--- config.mk ---
export PLATFORM = sky130hd
export DESIGN_NAME = knn_vote
export DESIGN_NICKNAME = d
export VERILOG_FILES = /design/src/rtl/knn_pkg.sv /design/src/rtl/knn_class_counters.sv /design/src/rtl/knn_vote.sv
export SDC_FILE = /design/constraint.sdc
export NUM_CORES = 1
export LEC_CHECK = 0
export CORE_MARGIN = 3
export CORE_UTILIZATION = 30
export CTS_BUF_LIST = sky130_fd_sc_hd__clkbuf_4
export CTS_CLUSTER_SIZE = 40
export DETAILED_ROUTE_END_ITERATION = 16
export GPL_TIMING_DRIVEN = 0
export SLEW_MARGIN = 20
export SYNTH_ARGS = -nofsm -noshare
export SYNTH_HDL_FRONTEND = slang
export SYNTH_SLANG_ARGS = --single-unit
--- constraint.sdc ---
create_clock -name clk -period 5.01 [get_ports clk]
set_input_delay 0.7515 -clock clk [delete_from_list [all_inputs] [get_ports clk]]
set_output_delay 0.7515 -clock clk [all_outputs]
set_load 0.02 [all_outputs]
--- src/rtl/knn_pkg.sv ---
// Shared definitions for the KNN majority-vote block: controller states,
// default sizing, derived counter/rank widths and the class-label validity test.
package knn_pkg;

  typedef enum logic [1:0] {
    IDLE   = 2'd0,
    COUNT  = 2'd1,
    ARGMAX = 2'd2
  } state_t;

  localparam int KNN_N           = 8;
  localparam int KNN_W           = 16;
  localparam int KNN_K           = 3;
  localparam int KNN_NUM_CLASSES = 4;

  // A class can collect at most K votes; a first-seen rank lies in 0..K-1.
  localparam int KNN_CNT_W  = $clog2(KNN_K + 1);
  localparam int KNN_RANK_W = (KNN_K > 1) ? $clog2(KNN_K) : 1;

  // Labels outside 0..numClasses-1 carry no vote.
  function automatic logic class_valid(input logic [63:0] label,
                                       input int unsigned numClasses);
    return label < 64'(numClasses);
  endfunction

endpackage

--- src/rtl/knn_class_counters.sv ---
// Per-class vote counter bank. Also remembers, for each class, the distance
// of its first (nearest) occurrence and, when KNN_NEAREST_TIEBREAK_EN is
// defined, the rank at which it was first seen.
module knn_class_counters
  import knn_pkg::*;
#(
  parameter int NUM_CLASSES = KNN_NUM_CLASSES,
  parameter int W           = KNN_W,
  parameter int CNT_W       = KNN_CNT_W,
  parameter int RANK_W      = KNN_RANK_W,
  parameter int CLS_W       = $clog2(NUM_CLASSES)
) (
  input  logic              clk,
  input  logic              rst,
  input  logic              clear_i,
  input  logic              inc_i,
  input  logic [CLS_W-1:0]  class_i,
  input  logic [W-1:0]      dist_i,
`ifdef KNN_NEAREST_TIEBREAK_EN
  input  logic [RANK_W-1:0] rank_i,
  output logic [RANK_W-1:0] rank_o [NUM_CLASSES],
`endif
  output logic [CNT_W-1:0]  count_o [NUM_CLASSES],
  output logic [W-1:0]      dist_o  [NUM_CLASSES]
);

  logic [CNT_W-1:0] count_q [NUM_CLASSES];
  logic [W-1:0]     dist_q  [NUM_CLASSES];
`ifdef KNN_NEAREST_TIEBREAK_EN
  logic [RANK_W-1:0] rank_q [NUM_CLASSES];
`endif

  // Clear the whole bank at the start of a vote; otherwise bump the selected
  // class and latch its distance (and rank) only on its first occurrence.
  always_ff @(posedge clk) begin
    if (rst || clear_i) begin
      for (int c = 0; c < NUM_CLASSES; c++) begin
        count_q[c] <= '0;
        dist_q[c]  <= '0;
`ifdef KNN_NEAREST_TIEBREAK_EN
        rank_q[c]  <= '0;
`endif
      end
    end else if (inc_i) begin
      count_q[class_i] <= count_q[class_i] + CNT_W'(1);
      if (count_q[class_i] == '0) begin
        dist_q[class_i] <= dist_i;
`ifdef KNN_NEAREST_TIEBREAK_EN
        rank_q[class_i] <= rank_i;
`endif
      end
    end
  end

  assign count_o = count_q;
  assign dist_o  = dist_q;
`ifdef KNN_NEAREST_TIEBREAK_EN
  assign rank_o  = rank_q;
`endif

endmodule

--- src/rtl/knn_vote.sv ---
// KNN majority-vote classifier. Captures the K nearest entries of the sorted
// neighbour bus, counts votes one entry per cycle, scans the classes for the
// winner and pulses valid_class_o with the registered result.
// Optional build macro: KNN_NEAREST_TIEBREAK_EN (equal vote counts resolved in
// favour of the class seen nearest; otherwise the lower class index wins).
module knn_vote
  import knn_pkg::*;
#(
  parameter int N           = KNN_N,
  parameter int W           = KNN_W,
  parameter int K           = KNN_K,
  parameter int NUM_CLASSES = KNN_NUM_CLASSES
) (
  input  logic         clk,
  input  logic         rst,
  input  logic         valid_sort_i,
  input  logic [W-1:0] distance_array_sorted_i [0:N-1],
  input  logic [W-1:0] type_array_sorted_i     [0:N-1],
  output logic         ready_o,
  output logic [W-1:0] class_out_o,
  output logic [W-1:0] vote_count_o,
  output logic [W-1:0] winner_distance_o,
  output logic         valid_class_o,
  output logic         overrun_o
);

  localparam int CNT_W  = $clog2(K + 1);
  localparam int RANK_W = (K > 1) ? $clog2(K) : 1;
  localparam int CLS_W  = $clog2(NUM_CLASSES);
  localparam int SCAN_W = $clog2(NUM_CLASSES + 1);

  state_t            state_q, state_d;
  logic [RANK_W-1:0] idx_q, idx_d;
  logic [SCAN_W-1:0] scan_q, scan_d;
  logic [CNT_W-1:0]  bestCount_q, bestCount_d;
  logic [CLS_W-1:0]  bestClass_q, bestClass_d;
  logic [W-1:0]      bestDist_q, bestDist_d;
`ifdef KNN_NEAREST_TIEBREAK_EN
  logic [RANK_W-1:0] bestRank_q, bestRank_d;
  logic [RANK_W-1:0] firstRank [NUM_CLASSES];
`endif
  logic [W-1:0]      classOut_q, classOut_d;
  logic [W-1:0]      voteCount_q, voteCount_d;
  logic [W-1:0]      winnerDist_q, winnerDist_d;
  logic              validClass_q, validClass_d;
  logic              overrun_q, overrun_d;

  logic [W-1:0]      typeCap_q [K];
  logic [W-1:0]      distCap_q [K];

  logic [CNT_W-1:0]  counts    [NUM_CLASSES];
  logic [W-1:0]      firstDist [NUM_CLASSES];
  logic              bankClear;
  logic              bankInc;
  logic              take;
  logic [W-1:0]      curType;
  logic              curValid;
  logic [CLS_W-1:0]  scanClass;

  assign curType   = typeCap_q[idx_q];
  assign curValid  = class_valid(64'(curType), NUM_CLASSES);
  assign scanClass = scan_q[CLS_W-1:0];

  knn_class_counters #(
    .NUM_CLASSES(NUM_CLASSES),
    .W          (W),
    .CNT_W      (CNT_W),
    .RANK_W     (RANK_W),
    .CLS_W      (CLS_W)
  ) u_counters (
    .clk     (clk),
    .rst     (rst),
    .clear_i (bankClear),
    .inc_i   (bankInc),
    .class_i (curType[CLS_W-1:0]),
    .dist_i  (distCap_q[idx_q]),
`ifdef KNN_NEAREST_TIEBREAK_EN
    .rank_i  (idx_q),
    .rank_o  (firstRank),
`endif
    .count_o (counts),
    .dist_o  (firstDist)
  );

  // Snapshot the K nearest entries when a new sorted set is accepted.
  always_ff @(posedge clk) begin
    if (rst) begin
      for (int k = 0; k < K; k++) begin
        typeCap_q[k] <= '0;
        distCap_q[k] <= '0;
      end
    end else if (state_q == IDLE && valid_sort_i) begin
      for (int k = 0; k < K; k++) begin
        typeCap_q[k] <= type_array_sorted_i[k];
        distCap_q[k] <= distance_array_sorted_i[k];
      end
    end
  end

  // Controller: accept, count K entries, scan NUM_CLASSES classes, then spend
  // one final ARGMAX cycle registering the winner and pulsing valid.
  always_comb begin
    state_d      = state_q;
    idx_d        = idx_q;
    scan_d       = scan_q;
    bestCount_d  = bestCount_q;
    bestClass_d  = bestClass_q;
    bestDist_d   = bestDist_q;
`ifdef KNN_NEAREST_TIEBREAK_EN
    bestRank_d   = bestRank_q;
`endif
    classOut_d   = classOut_q;
    voteCount_d  = voteCount_q;
    winnerDist_d = winnerDist_q;
    validClass_d = 1'b0;
    overrun_d    = valid_sort_i && (state_q != IDLE);
    bankClear    = 1'b0;
    bankInc      = 1'b0;
    take         = 1'b0;

    case (state_q)
      IDLE: begin
        if (valid_sort_i) begin
          bankClear = 1'b1;
          idx_d     = '0;
          state_d   = COUNT;
        end
      end

      COUNT: begin
        bankInc = curValid;
        idx_d   = idx_q + RANK_W'(1);
        if (idx_q == RANK_W'(K - 1)) begin
          state_d     = ARGMAX;
          scan_d      = '0;
          bestCount_d = '0;
          bestClass_d = '0;
          bestDist_d  = '0;
`ifdef KNN_NEAREST_TIEBREAK_EN
          bestRank_d  = '0;
`endif
        end
      end

      ARGMAX: begin
        if (scan_q != SCAN_W'(NUM_CLASSES)) begin
          take = counts[scanClass] > bestCount_q;
`ifdef KNN_NEAREST_TIEBREAK_EN
          if ((counts[scanClass] == bestCount_q) && (counts[scanClass] != '0) &&
              (firstRank[scanClass] < bestRank_q)) begin
            take = 1'b1;
          end
`endif
          if (take) begin
            bestCount_d = counts[scanClass];
            bestClass_d = scanClass;
            bestDist_d  = firstDist[scanClass];
`ifdef KNN_NEAREST_TIEBREAK_EN
            bestRank_d  = firstRank[scanClass];
`endif
          end
          scan_d = scan_q + SCAN_W'(1);
        end else begin
          classOut_d   = W'(bestClass_q);
          voteCount_d  = W'(bestCount_q);
          winnerDist_d = bestDist_q;
          validClass_d = 1'b1;
          state_d      = IDLE;
        end
      end

      default: state_d = IDLE;
    endcase
  end

  // Controller, scan and result registers.
  always_ff @(posedge clk) begin
    if (rst) begin
      state_q      <= IDLE;
      idx_q        <= '0;
      scan_q       <= '0;
      bestCount_q  <= '0;
      bestClass_q  <= '0;
      bestDist_q   <= '0;
`ifdef KNN_NEAREST_TIEBREAK_EN
      bestRank_q   <= '0;
`endif
      classOut_q   <= '0;
      voteCount_q  <= '0;
      winnerDist_q <= '0;
      validClass_q <= 1'b0;
      overrun_q    <= 1'b0;
    end else begin
      state_q      <= state_d;
      idx_q        <= idx_d;
      scan_q       <= scan_d;
      bestCount_q  <= bestCount_d;
      bestClass_q  <= bestClass_d;
      bestDist_q   <= bestDist_d;
`ifdef KNN_NEAREST_TIEBREAK_EN
      bestRank_q   <= bestRank_d;
`endif
      classOut_q   <= classOut_d;
      voteCount_q  <= voteCount_d;
      winnerDist_q <= winnerDist_d;
      validClass_q <= validClass_d;
      overrun_q    <= overrun_d;
    end
  end

  assign ready_o           = (state_q == IDLE);
  assign class_out_o       = classOut_q;
  assign vote_count_o      = voteCount_q;
  assign winner_distance_o = winnerDist_q;
  assign valid_class_o     = validClass_q;
  assign overrun_o         = overrun_q;

endmodule

# Word level (Yosys, flattened, before mapping)
# Memory sizes are Yosys's and may differ from the RTL's. A register that Yosys moved wholly into a read port is not among the register bits.
# Cells that the tools add are included.
[op_classes]
n_reduce_logical = 16
n_bitwise = 10
magnitude_cmp = 5
muxes = 54
addsub = 3
n_eq_ne = 9
[ops]
columns = ["operator", "n"]
rows = [
  ["$mux 16", 12],
  ["$bwmux 64", 1],
  ["$mux 2", 18],
  ["$bmux 16 s2", 1],
  ["$demux 16 s2", 1],
  ["$pmux 16 s2", 1],
  ["$lt 16x3->1 const B", 1],
  ["$pmux 2 s2", 3],
  ["$ne 2x2->1 const B", 5],
  ["$mux 1", 9],
  ["$bmux 2 s2", 2],
  ["$bwmux 8", 1],
  ["$ge 3x3->1 const B", 2],
  ["$mux 3", 2],
  ["$not 2->3", 2],
  ["$or 1x1->1", 6],
  ["$pmux 2 s3", 1],
  ["$pmux 3 s2", 1],
  ["$reduce_and 2->1", 3],
  ["$reduce_and 3->1", 2],
  ["$reduce_bool 2->1", 3],
  ["$add 2x1->2 const B", 2],
  ["$demux 2 s2", 1],
  ["$eq 2x2->1 const B", 2],
  ["11 further kinds", 15],
]
[word_totals]
n_memories = 2
wordCells = 118
ram_bits = 96
input_bits = 259
regBits = 121
out_inout_bits = 51
[mem_list]
columns = ["memory", "words", "width", "read_ports", "rd_clocked_by_memory_dff", "write_ports", "line_no", "text"]
rows = [
  ["distCap_q", 3, 16, 1, 1, 3, "knn_vote.sv:49", "logic [W-1:0] distCap_q [K];"],
  ["typeCap_q", 3, 16, 1, 1, 3, "knn_vote.sv:48", "logic [W-1:0] typeCap_q [K];"],
]

# Depth between registers and ports, before layout
# Gate-level depths: netlist of the first run.
[depth]
depth_word = 8
mapped_depth = 13
ltp_nobuf = 9

# By module
# A second synthesis of the first run with hierarchy kept.
[hier_totals]
cells_unflattened = 845
area_unflattened_um2 = 10088.4
[modules_own_cells]
columns = ["module", "instances", "area_per_inst_um2", "cells_each", "seq_area_each_um2"]
rows = [
  ["knn_vote", 1, 6746.5, 564, 3903.7],
  ["knn_class_counters", 1, 3342.0, 281, 1441.4],
]

# Worst setup path after synthesis of the first run
# OpenSTA, ideal clock, no wires.
[synth_timing]
path_kind = "input to register"
startpoint = "input rst"
endpoint = "memory distCap_q[0][0] (netlist name), enable pin"
setup_slack_ns = 1.415
path_stages = 4
arrival_time_ns = 3.146
path_cell_list = "clkbuf_1 a21oi_1 clkbuf_1 inv_1"
[synth_rtl]
columns = ["item", "line_no", "text"]
rows = [
  ["from (decl)", "knn_vote.sv:15", "input logic rst,"],
  ["to (decl)", "knn_vote.sv:49", ""],
]

==> results of run 1 <==
-- cell type report --
type,count,area [µm²],share of cell area
tap,390,488.0,0.04122
inverter,9,36.28,0.003065
multi-input combinational,559,3607,0.3047
buffer,79,444.2,0.03752
timing repair buffer,121,1229,0.1038
antenna,1,2.502,0.0002114
sequential,219,5345,0.4515
clock inverter,7,33.78,0.002854
clock buffer,87,653.1,0.05517
-- state kept, by name (all words and copies together), names as in the netlist, 3 cells and up, named ones only --
| signal | flops |
|---|---|
| u_counters.dist_o | 64 |
| distCap_q | 48 |
| bestDist_q | 16 |
| scan_q | 3 |
| winner_distance_o | 16 |
| typeCap_q | 48 |
| u_counters.count_o | 8 |
-- Yosys cell counts, types with 2 or more instances --
| cell | instances |
|---|---|
| o21ai_2 | 4 |
| nor4b_1 | 2 |
| clkbuf_1 | 40 |
| a22oi_1 | 3 |
| mux4_2 | 20 |
| dfxtp_1 | 123 |
| nor3_1 | 6 |
| ha_1 | 6 |
| nand2b_1 | 5 |
| nand3_1 | 22 |
| nor4_1 | 6 |
| o21ai_0 | 23 |
| edfxtp_1 | 96 |
| buf_1 | 4 |
| inv_1 | 9 |
| nand2_1 | 170 |
| o21a_1 | 2 |
| buf_4 | 29 |
| a21oi_1 | 44 |
| and2_1 | 100 |
| buf_6 | 5 |
| nor2_1 | 16 |
| mux2i_1 | 90 |
| nor2b_1 | 3 |
-- worst max-delay path: stages, from the launching register on --
cell and delay, ns:
dfxtp_1 0.33, clkbuf_1 0.23, o21ai_0 0.61, mux4_2 0.59, inv_1 0.07, ha_1 0.15, nand2_1 0.11, a2111oi_4 0.52
o21ai_2 0.27, buf_6 0.24, mux2i_1 0.13
-- power by group through the flow --
stage                     clock (mW)  sequential (mW)  combinational, mW
after floorplan                    0             1.99              0.160
after global placement             0             1.99              0.288
after detailed placement           0             1.99              0.296
after CTS                       1.53             1.95              0.296
after global routing            1.61             1.96              0.321
final                           1.47             1.95              0.292
-- metrics by stage --
| step | cells | power (mW) | hold WS, ns | area [µm²] | util |
|---|---|---|---|---|---|
| 3_5_place_dp | 1377 | 2.286 | 0.4482 | 11150 | 0.3703 |
| 3_3_place_gp | 1376 | 2.282 | 0.4412 | 11110 | 0.3691 |
| 5_1_grt | 1472 | 3.888 | 0.4768 | 11840 | 0.3932 |
| 4_1_cts | 1471 | 3.774 | 0.4577 | 11840 | 0.3931 |
| 6_report | 1472 | 3.714 | 0.4535 | 11840 | 0.3932 |
| 2_1_floorplan | 866 | 2.149 | 0.4321 | 9425 | - |
-- path summary, 6_finish.rpt --
kind | from | endpoint | slack (ns) | cells after the start
worst max-delay path | flop | u_counters.dist_o[48] | 1.60 | 10
worst min-delay path | winner_distance_o[1] | winner_distance_o[1] | 0.45 | 2
worst max register to register | flop | u_counters.dist_o[48] | 1.60 | 10
worst min register to register | winner_distance_o[1] | winner_distance_o[1] | 0.45 | 2
-- layer usage --
metal | GRT usage | part of all wire | wire (µm)
met3 | 0.02810 | 0.063 | 1284
met4 | 0.04022 | 0.018 | 367
met1 | 0.1744 | 0.49 | 9974
met2 | 0.1876 | 0.43 | 8893
met5 | 0 | 0 | 0
-- cells by family after synthesis --
logic type,count (synthesis),share of synthesized area
DFF,219,0.5733
AOI/OAI and AO/OA,81,0.05032
adders and majority gates,6,0.008051
buffers and inverters,88,0.05126
xor gates and xnor gates,2,0.001879
muxes,110,0.1449
other,1,0.0004022
and+or+nand+nor,332,0.1699
==> flow_metrics.py, run 1 <==
metrics = {
    "synthesis": {
        "synth_edf_count": 96,
        "ys_types": 35,
        "syn_inst": 839,
        "ys_async_sr_fraction": 0,
        "ys.flop_type": "dfxtp_1",
        "synth_top_area_cell": "edfxtp_1",
        "synth.area.top_cells": "edfxtp_1 (31%), dfxtp_1 (26%), mux2i_1 (9.7%)",
        "syn_area_per_cell_um2": 11.11,
        "ys_seq_area_frac": 0.5733,
        "synth_area_um2": 9324,
        "yosysWarnings": 0,
        "synth.top_cell.area_share": 0.3092,
        "ys_seq_elements": 219,
    },
    "sta": {
        "setup_viol": 0,
        "hold_viol_final": 0,
        "fmax_mhz": 293.1,
        "min_period_ns": 3.412,
        "slew-limit-headroom": 0.3422,
        "tns_ns": 0,
        "slew_violations": 0,
        "setup_ws_ns": 1.598,
        "tightest_slew_ns": 0.9866,
        "fin_crit_sh": 0.6810,
        "rsz0062_at_grt": "false",
        "skew_ns": 0.04545,
    },
    "detailed_routing": {
        "drt_iter0_markers": 261,
        "viasPerCell": 4.334,
        "ant_nets": 0,
        "drt_wl_total_um": 20520,
        "drc": 0,
        "wire_per_inst_um": 13.94,
        "firstDrtPassIters": 4,
        "vias": 6379,
    },
    "global_route": {
        "grt_max_degree": 53,
        "antenna_found_initial": 1,
        "grt.total_usage": 0.1234,
        "grt_pass1_vias": 6508,
        "gr-total-overflow": 0,
        "grt_pass1_wl_um": 33410,
    },
    "place": {
        "hpwl_um": 14930,
        "gp_congestion": 0.7669,
        "io_buffers": 120,
        "dp_slack_ns": 1.548,
    },
    "die": {
        "rows": 63,
        "io_pins": 310,
        "die_w_um": 182.3,
        "core_um2": 30110,
        "start_util": 0.3096,
        "die_area_um2": 33230,
        "die_h_um": 182.3,
    },
    "outcome": {
        "outcome": "finished clean",
    },
    "worst_setup_path": {
        "required_ns": 5.53,
        "cp_max_fo": 10,
        "worstSetupEndpointType": "flop",
        "crit_type": "flop to flop",
        "arrival_ns": 3.93,
        "start_kind": "flop",
    },
    "power": {
        "internal_power_mw": 2.850,
        "p_sw_frac": 0.2325,
        "comb_power_share": 0.079,
        "leakagePower_nw": 4.731,
        "power_switching_uw": 863.5,
        "power_frac_clock": 0.396,
        "ir_worst_vdd_mv": 0.1341,
        "seqPwrFrac": 0.525,
        "pwr_density_cell_nw_per_um2": 313.7,
    },
    "cts": {
        "htree_levels": 2,
        "numCtsBuffers": 56,
        "cts_root_buf": "clkbuf_4",
        "hold_buffers": 0,
        "cts_tree": "yes",
        "cts_num_sinks": 219,
        "cts_max_path_buffers": 3,
        "clk_pin_slew_ns": 0.07,
        "clkLatencyLatePin_ns": 0.67,
        "cts_setup_buffers": 0,
        "post_cts_resized": 0,
    },
    "min_path": {
        "min_path_type": "flop to flop",
    },
    "final_layout": {
        "final_common_cell": "nand2_1",
        "fillCellCount": 2977,
        "final_cell_mix": "nand2_1 (170), dfxtp_1 (123), clkdlybuf4s50_1 (120), and2_1 (100), edfxtp_1 (96)",
        "nets": 1310,
        "final_layout_size_suffix_gt1_frac": 0.1425,
        "area_growth_pct": 26.97,
    },
    "run": {
        "drv_cap": 0,
    },
}
Note: power is estimated with default switching activity, not from simulation.
==> run 2, diff against run 1 <==
==> constraint.sdc (replaced) <==
create_clock -name clk -period 2.8 [get_ports clk]
set_input_delay 0.42 -clock clk [delete_from_list [all_inputs] [get_ports clk]]
set_output_delay 0.42 -clock clk [all_outputs]
set_load 0.02 [all_outputs]
==> run 2 against run 1 <==
Net effect: total power grew 85%; combinational power grew 88%; critical path depth grew 3; sequential share of layout area shrank 1.9 points; sequential power grew 79%; clock power grew 92%; core utilization grew 1.8 points; clock-buffer cell count grew 9; highest routed layer unchanged; clock skew grew 0.013 ns.
==> flow_metrics.py, run 2 (same netlist as run 1, synthesis figures left out) <==
metrics = {
    "worst_setup_path": {
        "slowest_delay_ns": 0.55,
        "arrival_ns": 3.24,
        "reg2reg_depth": 13,
        "r2r_slack_ns": 0.08,
        "crit_type": "flop to flop",
        "crit_slowest_cell": "mux4_2",
        "start_kind": "flop",
        "critical-path-top-delay-family": "multiplexers",
        "timing.rr.end": "u_counters.dist_o[27]",
        "path_cells": "mux2i_4, o21ai_4, mux4_2, inv_2, ha_4, nand2_4, a2111oi_4, buf_6, buf_12, o21ai_4, buf_12, clkbuf_16, mux2i_1",
        "cp_max_fo": 8,
        "crit_buf_inv": 5,
        "worstSetupEndpointType": "flop",
        "required_ns": 3.32,
    },
    "detailed_routing": {
        "drt_wl_total_um": 20970,
        "ant_nets": 0,
        "drt_iter0_markers": 286,
        "vias": 6561,
        "viasPerCell": 4.362,
        "firstDrtPassIters": 4,
        "drc": 0,
        "wire_per_inst_um": 13.94,
    },
    "cts": {
        "clkLatencyLatePin_ns": 0.69,
        "clk_pin_slew_ns": 0.06,
        "numCtsBuffers": 57,
        "cts_num_sinks": 219,
        "cts_max_path_buffers": 3,
        "cts_root_buf": "clkbuf_4",
        "cts_tree": "yes",
        "htree_levels": 2,
    },
    "min_path": {
        "min_from": "rst",
        "min_path_type": "input pin to flop",
        "holdPathStages": 3,
        "min_to": "overrun_o",
    },
    "final_layout": {
        "register_area_um2": 5353,
        "largest_reg_flops": 64,
        "final_cell_mix": "nand2_1 (168), dfxtp_1 (121), clkdlybuf4s50_1 (120), and2_1 (100), clkbuf_4 (97)",
        "final_layout_size_suffix_gt1_frac": 0.1860,
        "stdcell_count": 1504,
        "nets": 1334,
        "final_common_cell": "nand2_1",
        "multiInputGateArea_um2": 3707,
        "fillCellCount": 2948,
        "area_growth_pct": 32.69,
    },
    "die": {
        "die_w_um": 182.3,
        "core_um2": 30110,
        "rows": 63,
        "die_h_um": 182.3,
        "die_area_um2": 33230,
        "start_util": 0.3096,
        "io_pins": 310,
    },
    "global_route": {
        "grt.total_usage": 0.1238,
        "grt_pass1_wl_um": 33290,
        "grt_max_degree": 35,
        "antenna_found_initial": 1,
        "gr-total-overflow": 0,
        "grt_pass1_vias": 6475,
    },
    "place": {
        "io_buffers": 120,
        "hpwl_um": 15110,
        "gp_congestion": 0.7394,
        "dpl.cell_count": 1379,
    },
    "power": {
        "report.power.total_mw": 6.856,
        "power_frac_clock": 0.411,
        "ir_worst_vdd_mv": 0.2459,
        "seqPwrFrac": 0.510,
        "leakagePower_nw": 4.992,
        "pwr_density_cell_nw_per_um2": 554.2,
        "power_switching_mw": 1.602,
        "p_sw_frac": 0.2336,
        "comb_power_share": 0.080,
        "internal_power_mw": 5.255,
    },
    "sta": {
        "hold-worst-slack_ns": 0.2510,
        "skew_ns": 0.05835,
        "min_period_ns": 2.724,
        "fin_crit_sh": 0.9729,
        "fmax_mhz": 367.1,
        "slew-limit-headroom": 0.5257,
        "hold_viol_final": 0,
        "slew_violations": 0,
        "setup_viol": 0,
        "tightest_slew_ns": 0.7114,
    },
    "outcome": {
        "outcome": "finished clean",
    },
    "run": {
        "drv_cap": 0,
    },
}
run 2: changes by cell type in the layout (fill, tap and decap cells not counted), sizes merged:
cell | before | now
bufbuf | 0 | 1
inv | 11 | 10
clkinvlp | 0 | 2
buf | 40 | 59
clkbuf | 127 | 139
clkinv | 5 | 4
run 2: cell type report:
class                   count  area share
clock inverters             7    0.002933
multi-input cells         559      0.2997
plain buffers              77     0.03975
well taps                 390     0.03944
diodes                      1   0.0002023
clock buffers              96     0.05825
inverters                   9    0.003034
flip-flops and latches    219      0.4326
repair buffers            146      0.1241
run 2: stage by stage:
step	worst slack, ns	cell area (µm²)	utilization	setup TNS [ns]
after floorplan	0.009895	9453	-	0
after global placement	-1.097	11140	0.3700	-155.88
after detailed placement	-0.5868	11210	0.3722	-36.22
after CTS	0.002372	12160	0.4040	0
after global routing	-0.02177	12370	0.4109	-0.07070
final	0.07589	12370	0.4109	0
run 2: repair_timing:
| action | CTS | global route |
|---|---|---|
| hold buffers | 0 | 0 |
| setup buffers | 7 | 13 |
| gates cloned | 1 | 2 |
| endpoints found under the setup margin | 103 | 79 |
| resized for setup | 34 | 12 |
| pin swaps | 4 | 6 |
run 2: power by group through the flow:
stage | clock, mW | combinational (mW) | sequential [mW]
after floorplan | 0 | 0.291 | 3.56
after global placement | 0 | 0.523 | 3.56
after detailed placement | 0 | 0.541 | 3.56
after CTS | 2.92 | 0.549 | 3.49
after global routing | 3.09 | 0.602 | 3.50
final | 2.82 | 0.548 | 3.49
run 2: worst reg2reg max path, cell delays in order, from the launching register on:
cell,delay (ns)
dfxtp_4,0.38
mux2i_4,0.21
o21ai_4,0.23
mux4_2,0.55
inv_2,0.09
ha_4,0.14
nand2_4,0.06
a2111oi_4,0.21
buf_6,0.17
buf_12,0.10
o21ai_4,0.05
buf_12,0.15
clkbuf_16,0.16
mux2i_1,0.11
run 2: worst max path at each step:
stage	from	to	slack (ns)	depth (start not counted)
global placement	valid_sort_i	distCap_q[0][10]	-1.10	4
CTS	flop	u_counters.dist_o[30]	0.002	13
detailed placement	scan_q[0]	bestClass_q[1]	-0.59	9
floorplan	scan_q[0]	bestClass_q[0]	0.01	9
global route	scan_q[0]	bestDist_q[14]	-0.02	10
finish	flop	u_counters.dist_o[27]	0.08	13
run 2: layer usage:
| metal | part of all wire | global-route usage | vias to the layer above |
|---|---|---|---|
| met5 | 0 | 0 | - |
| met4 | 0.016 | 0.03900 | 0 |
| met3 | 0.060 | 0.02850 | 33 |
| met2 | 0.44 | 0.1873 | 198 |
| met1 | 0.49 | 0.1762 | 2989 |
| li1 | - | - | 3341 |
